==> src/rtl/fifo_read_streamer.sv <==
// Read-side consumer of the async FIFO: pops words on Rclk and presents them on a
// valid/ready stream through a 2-entry skid buffer, with a level-sensitive flush.
module fifo_read_streamer #(
  parameter int unsigned DATA_WIDTH = 8
) (
  input  logic                  Rclk,
  input  logic                  Rrst,
  input  logic                  Rempty,
  input  logic [DATA_WIDTH-1:0] Rdata,
  output logic                  Rinc,
  input  logic                  Flush,
  output logic [DATA_WIDTH-1:0] M_data,
  output logic                  M_valid,
  input  logic                  M_ready,
  output logic [1:0]            Occupancy
);

  typedef enum logic [1:0] {
    EMPTY = 2'd0,
    ONE   = 2'd1,
    TWO   = 2'd2
  } occ_t;

  occ_t                  r_occ;
  logic [DATA_WIDTH-1:0] r_head;
  logic [DATA_WIDTH-1:0] r_skid;
  logic                  w_push;
  logic                  w_pop;

  // Pop decision uses only registered occupancy, so M_ready never reaches Rinc.
  assign Rinc      = Rrst & ~Rempty & (Flush | (r_occ != TWO));
  assign M_valid   = (r_occ != EMPTY) & ~Flush;
  assign w_push    = Rinc & ~Flush;
  assign w_pop     = M_valid & M_ready;
  assign M_data    = r_head;
  assign Occupancy = r_occ;

  always_ff @(posedge Rclk or negedge Rrst) begin
    if (!Rrst) begin
      r_occ  <= EMPTY;
      r_head <= '0;
      r_skid <= '0;
    end else if (Flush) begin
      r_occ <= EMPTY;
    end else begin
      case (r_occ)
        EMPTY: begin
          if (w_push) begin
            r_head <= Rdata;
            r_occ  <= ONE;
          end
        end
        ONE: begin
          if (w_push && w_pop) begin
            r_head <= Rdata;
          end else if (w_push) begin
            r_skid <= Rdata;
            r_occ  <= TWO;
          end else if (w_pop) begin
            r_occ <= EMPTY;
          end
        end
        TWO: begin
          if (w_pop) begin
            r_head <= r_skid;
            r_occ  <= ONE;
          end
        end
        default: r_occ <= EMPTY;
      endcase
    end
  end

endmodule

==> config.mk <==
export PLATFORM = sky130hd
export DESIGN_NAME = fifo_read_streamer
export DESIGN_NICKNAME = d
export VERILOG_FILES = /design/src/rtl/fifo_read_streamer.sv
export SDC_FILE = /design/constraint.sdc
export NUM_CORES = 1
export LEC_CHECK = 0
export CORE_MARGIN = 2
export CORE_UTILIZATION = 45
export CTS_BUF_LIST = sky130_fd_sc_hd__clkbuf_8
export CTS_CLUSTER_DIAMETER = 150
export DETAILED_ROUTE_END_ITERATION = 8
export PLACE_DENSITY = 0.76
export SETUP_SLACK_MARGIN = 0.1
export SLEW_MARGIN = 10
export SYNTH_ARGS = -nofsm -noshare
export SYNTH_HDL_FRONTEND = slang
export SYNTH_SLANG_ARGS = --single-unit
==> constraint.sdc <==
create_clock -name Rclk -period 1.76 [get_ports Rclk]
set_clock_uncertainty 0.2 [all_clocks]
set_input_delay 0.352 -clock Rclk [delete_from_list [all_inputs] [get_ports Rclk]]
set_output_delay 0.352 -clock Rclk [all_outputs]
set_load 0.005 [all_outputs]
# Word-level counts from Yosys, hierarchy flattened
# Index checks and enable logic that the tools add are counted.
# totals
output_inout_bits	12
inputBits	13
register_bits	18
wordCells	40
# classes
reduce_logical	7
n_eq_ne	10
n_bitwise	9
mux	11
# op_table
op	n
8-bit two-way mux	3
8-bit one-hot mux with 3 select lines	1
2-bit two-way mux	6
3-bit != test, second input constant	3
2-bit != test, second input constant	4
4-bit AND reduction	2
2-bit one-hot mux with 3 select lines	1
1-bit bitwise AND	5
5-bit AND reduction	1
4-bit != test, second input constant	1
1-bit NOT	3
3-bit nonzero test	1
2-bit by 1-bit equality test with 1-bit output, second input constant	1
2-bit equality test, second input constant	1
2-bit zero test	1
2-bit nonzero test	1
1-bit logical AND	1
1-bit bitwise OR	1

# Depth between registers and ports, before layout
# logic_depth
word_depth	8
mapped_depth	5
mapped_depth_nobuf	4

# Least setup slack after synthesis
# No wires, ideal clock.
# synth_path
path_kind	reg-to-output
from	register r_occ[1], in the netlist Occupancy[1]
to	output Rinc
path_stages_with_launch	3
n_path_buf	0
t_arrival_ns	0.945
t_required_ns	1.208
setup_slack_ns	0.263
path_cell_list	dfrtp_1 -> or2b_1 -> o21a_1
# synth_between
elab_chain_len	3
# synth_rtl
item	line_no	source
from (decl)	24	occ_t r_occ;
from (signal assigned)	40	r_occ <= EMPTY;
from (signal assigned)	44	r_occ <= EMPTY;
from (signal assigned)	50	r_occ <= ONE;
2-bit != test	31	assign Rinc = Rrst & ~Rempty & (Flush | (r_occ != TWO));
1-bit bitwise OR	31	
1-bit bitwise AND	31	
to (decl)	10	output logic Rinc,
# No other way between the ends.

# Worst setup path in the final report
# layout_path
from	register r_occ[0], in the netlist Occupancy[0]
to	output Rinc
# The elaborated chain is that of the path after synthesis.

==> flow_summary.yaml <==
layout:
  synthToLayoutAreaGrowth_pct: 61.20
  postLayoutCoreUtil_pct: 74.93
  n_antenna_cell: 0
  n_fill_cell: 137
  final_cell_mix: "dfrtp_1 (18), mux2i_1 (10), buf_4 (9), clkdlybuf4s50_1 (8)"
  stdcell_count: 139
  fin_nets: 126
  mostFrequentLayoutCell: "dfrtp_1"
  drive_gt1_share_pct: 44.64
power_and_ir_drop:
  seq_power_share_pct: 44.5
  switchingPower_uw: 302.0
  p_per_area_nw_per_um2: 827.1
  power_frac_comb_pct: 27.1
  p_int_uw: 889.0
  ir_worst_vdd_mv: 0.4840
  p_clk_share_pct: 28.4
  swShare_pct: 25.36
  leakage_nw: 0.7314
placement:
  portBuffers: 24
  dp.cells: 125
  gp_congestion: 0.7714
  dp_hpwl_um: 1196
grt:
  grt_use_total_pct: 18.56
  gr-total-overflow: 0
  grt_pass1_wl_um: 3346
  met1_usage_pct: 22.42
  grtUsageMet2_pct: 33.33
  grt_pass1_vias: 720
  top_usage_layer: "met2"
  met3_usage_pct: 3.704
  grt_max_degree: 19
  antenna_found_initial: 0
run_status:
  run_status: "finished, final reports clean"
logic_synthesis:
  synth.distinct_cells: 19
  avgSynthCellArea_um2: 12.95
  synth.top_cell.area_share_pct: 50.42
  yosys_warnings: 0
  syn-instance-count: 69
  syn_area_um2: 893.4
  synth_area_leader_cell: "dfrtp_1"
  synth-seq-cells: 18
  ys_top_cells_by_area: "dfrtp_1 (50%), mux2i_1 (11%), mux2_2 (10%)"
  syn_nets: 82
  ys_seq_area_share_pct: 50.42
worst_setup_path:
  arrival_ns: 1.16
  cp_max_fo: 2
  path_class: "flop to output pin"
  cpPeakStageDelay_ns: 0.39
  rrSetupSlack_ns: 0.11
  critPathRequiredTime_ns: 1.21
  end_kind: "output pin"
  critical-path-slowest-cell: "dfrtp_1"
  crit_chain: "or2b_1 -> o21a_1 -> buf_2"
  startpoint_type: "flop"
timing:
  slew_viol_final: 0
  period_needed_ns: 1.713
  rsz0062_at_grt: "yes"
  timing.final.crit_share_pct: 97.31
  worstMarginPinSlew_ns: 0.2463
  setup_viol: 0
  hold_violations: 0
  max_freq_ghz: 0.5839
  slew_headroom_pct: 83.44
clock_tree:
  tritoncts: "built"
  numCtsBuffers: 3
  h-tree-depth: 1
  root_buffer: "clkbuf_8"
  clockBufferDepth: 2
  clkSlewWorstSetupHoldPaths_ns: 0.07
  clkLatencyLatePin_ns: 0.25
  clock_sinks: 18
floorplan:
  coreArea_um2: 1922
  dieArea_um2: 2358
  die_h_um: 48.56
  placementRows: 16
  io_pins: 25
  initial_core_util_pct: 46.48
  dieWidth_um: 48.56
flow_run:
  cap_violations: 0
drt:
  route.detailed.drc: 0
  avgRoutedWirePerCell_um: 15.58
  drt-pass1-iter-count: 4
  drtIter0Drc: 2
  finalWirelength_um: 2165
  antenna_left: 0
  routed_via_density: 5.129
  num_vias: 713
min_path:
  min_path_type: "primary input to asynchronous set/reset pin"
==> area by class of cell <==
type / instances / area, um2 / share of cell area (%)
Timing Repair Buffer: 40 / 407.9 / 28.32
Sequential cell: 18 / 450.4 / 31.28
Tap cell: 27 / 33.78 / 2.346
Clock buffer: 4 / 55.05 / 3.823
Multi-Input combinational cell: 50 / 493.0 / 34.23
==> path summary, 6_finish.rpt <==
check	cells past startpoint	to	start
worst max-delay path	3	Rinc	Occupancy[0]
worst min-delay path	2	r_skid[2]	Rrst
worst max register to register	7	M_data[6]	Occupancy[0]
worst min register to register	2	M_data[4]	M_data[4]
max in group asynchronous	2	Occupancy[1]	Rrst
min in group Rclk	2	Occupancy[0]	Flush
==> layer usage <==
layer / share of wire, % / up-vias / wire length (um)
li1: - / 336 / -
met1: 44 / 356 / 946
met2: 51 / 19 / 1094
met3: 4.7 / 2 / 102
met4: 0.97 / 0 / 21
met5: 0 / - / 0
==> stage by stage <==
step	area [um2]	power (mW)	TNS (ns)	hold slack, ns	setup WS [ns]
2_1_floorplan	893.4	0.6325	0	-0.1436	0.2633
4_1_cts	1336	1.142	0	0.01928	0.04844
6_report	1440	1.191	0	0.04522	0.04739
3_3_place_gp	1197	0.7704	-4.425	0.2600	-0.4045
3_5_place_dp	1197	0.7825	-4.593	0.2741	-0.4037
5_1_grt	1440	1.254	0	0.06609	0.01838
==> synthesized netlist by cell type, drive strengths merged <==
library cell  number
a31oi              1
buf                2
o31ai              1
and2b              3
o21a               1
dfrtp             18
nand3              1
nor2               4
o21ai              8
nand2              8
nand2b             1
nor4bb             1
o22a               1
mux2               8
or2b               1
mux2i             10
==> power by group through the flow <==
stage | Clock, mW | Sequential [mW] | Combinational, mW
3_3_place_gp | 0 | 0.528 | 0.242
5_1_grt | 0.367 | 0.539 | 0.348
3_5_place_dp | 0 | 0.534 | 0.249
2_1_floorplan | 0 | 0.534 | 0.0983
6_report | 0.339 | 0.530 | 0.322
4_1_cts | 0.337 | 0.527 | 0.278
==> flip-flops by register name (all words and copies together) (netlist names) <==
| name | flops |
|---|---|
| M_data | 8 |
| Occupancy | 2 |
| r_skid | 8 |
==> worst max-delay path, delay by kind of cell, from the launching register on <==
kind | cells | cell delay (ns)
buffers and inverters | 1 | 0.12
flip-flops | 1 | 0.39
AO/OA/AOI/OAI | 1 | 0.17
AND/OR/NAND/NOR | 1 | 0.24
==> cell families (layout without fill, tap and decap cells) <==
kind of cell           after synthesis  in the layout  share of synthesized area, %
AO/OA/AOI/OAI                       12             12                         10.51
AND/OR/NAND/NOR                     19             20                         15.27
flip-flops                          18             18                         50.42
multiplexers                        18             18                         21.29
buffers and inverters                2             44                         2.521
==> timing repair <==
action,4_1_cts,5_1_grt
cloned,1,1
hold buffers,0,0
resized for setup,22,28
endpoints found under the setup margin,22,25
pin swaps,4,5
buffers inserted,5,3
(Power assumes the default switching activity.)
==> variant, RTL diff (same flow settings) <==
The parameter `DATA_WIDTH` goes from 8 to 10.
--- a/src/rtl/fifo_read_streamer.sv
+++ b/src/rtl/fifo_read_streamer.sv
@@ -1,7 +1,7 @@
 // Read-side consumer of the async FIFO: pops words on Rclk and presents them on a
 // valid/ready stream through a 2-entry skid buffer, with a level-sensitive flush.
 module fifo_read_streamer #(
-  parameter int unsigned DATA_WIDTH = 8
+  parameter int unsigned DATA_WIDTH = 10
 ) (
   input  logic                  Rclk,
   input  logic                  Rrst,
Ports: changed (resized M_data and Rdata); port bits go from 25 to 29. No check against the original RTL was run, so the function may have changed too.
==> variant against the original RTL <==
- the run now ends with setup timing left
- via count rose by 21%
- total power increased by 30%
- combinational power grew 28%
- worst setup slack worse by 210 ps
- design area is 20% higher
- sequential cell count is 4 higher
- synthesized area is 18% higher
- wire length increased by 29%
- critical path type is now reg -> reg
- largest cell class unchanged
==> variant: results (changes against the original RTL) <==
[synthesis]
synthDistinctLibCells=20  ; +1
synth.area.top_cells=dfrtp_1, mux2_2, mux2i_1
synth_common_cells=dfrtp_1, nor2_1, mux2i_1, a21oi_2, mux2_2
syn_inst=83  ; +20%
synth_nets=98  ; +20%
synth_seq_area_share_pct=52.4  ; +2.0 points

[global_routing]
grt_pass1_wl_um=4070  ; +22%
grt_usage_pct=21.3  ; +2.7 points
grt_start_max_net_pins=20  ; +1

[detailed_routing]
drtIter0Drc=12  ; +10
avgRoutedWirePerCell_um=16.7  ; +7.5%

[clocking]
htreeDepth=1  ; unchanged
ctsLongestPathBuffers=2  ; unchanged

[pwr]
p_sw_mw=0.375  ; +24%
ir_worst_vdd_mv=0.837  ; +73%
leakage_nw=0.782  ; +7.0%

[place]
gp_congestion=0.785  ; +1.8%
io_buffers=28  ; +17%
dp.cells=149  ; +19%

[final_layout]
layout.nets=155  ; +23%
drive_above_1_share_pct=48.2  ; +3.6 points
final_cells=167  ; +20%
fill_cells=143  ; +4.4%

[sta]
tightest_slew_ps=207  ; -39.7 ps
setup_viol=12  ; +12
setup_ws_ps=-167  ; -214 ps
hold_ws_ps=74.5  ; +29.3 ps

[worst_setup_path]
cp_max_fo=8  ; +6
r2r_slack_ps=-170  ; -280 ps

[status]
violations=setup timing
status=finished with violations

[min_path]
min_path_type=in -> async

==> variant: cell types whose count changed after synthesis, moves of 2 or more <==
cell     change
nor2_1      +10
a21oi_2     +10
nand2_1      -8
mux2_2       +2
o21ai_0      -6
o21ai_2      -2
and2b_2      -2
dfrtp_1      +4
nor2b_1      +3
==> variant: final timing paths <==
check	from	to
max reg2reg	Occupancy[0]	M_data[8]
min in group Rclk	r_skid[1]	r_skid[1]
min reg2reg	r_skid[1]	r_skid[1]
max in group asynchronous	Rrst	Occupancy[1]
min	Rrst	r_skid[8]
max	Occupancy[0]	M_data[8]
==> variant: cells by family (layout without fill, tap and decap cells) <==
| group | count (synthesis) | after routing | share of synthesized area, % |
|---|---|---|---|
| mux | 21 | 21 | 21.2 |
| buf+inv | 4 | 60 | 2.74 |
| flops | 22 | 22 | 52.4 |
| simple gates | 22 | 22 | 11.2 |
| compound gates | 14 | 14 | 12.4 |
==> variant: repair_timing <==
action	CTS	global route
hold buffers	1	0
buffers inserted	8	4
gates resized for setup	41	15
cloned	2	0
setup endpoints to repair	35	25
hold endpoints to repair	3	0
pin swaps	3	0
==> variant: area by class of cell <==
type	count	share of cell area (%)
clock buffer	3	2.39
clock inverter	1	1.74
multi-input combinational	57	32.0
sequential	22	31.9
tap	28	2.02
timing repair buffer	56	30.0
==> variant: stage by stage <==
step	utilization [%]	setup WS [ps]	area, µm²	TNS [ps]
after CTS	75.2	-138	1660	-1340
final	78.2	-167	1730	-1790
after global placement	65.8	-503	1460	-8080
after detailed placement	65.8	-506	1460	-8640
after floorplan	-	73.5	1050	0
after global routing	78.2	-218	1730	-2360
==> variant: critical path, stage by stage, from the launching register on <==
cell and delay, ps:
dfrtp_1 410, buf_6 130, or4b_4 560, a31oi_4 170, buf_6 130, buf_12 110
nor2_1 50, a21oi_2 100
==> variant: layer usage <==
| layer | wire [µm] | up-vias | global-route usage [%] |
|---|---|---|---|
| met5 | 0 | - | 0 |
| met4 | 53 | 0 | 8.12 |
| met3 | 108 | 6 | 3.43 |
| met2 | 1530 | 24 | 39.2 |
| met1 | 1100 | 429 | 24.2 |
| li1 | - | 406 | - |
==> variant: power groups by stage <==
stage                     combinational (mW)  sequential [mW]  clock, mW
after floorplan                        0.148            0.663          0
after global placement                 0.341            0.659          0
after detailed placement               0.350            0.665          0
after CTS                              0.377            0.653      0.476
after global routing                   0.447            0.667      0.491
final                                  0.413            0.659      0.472
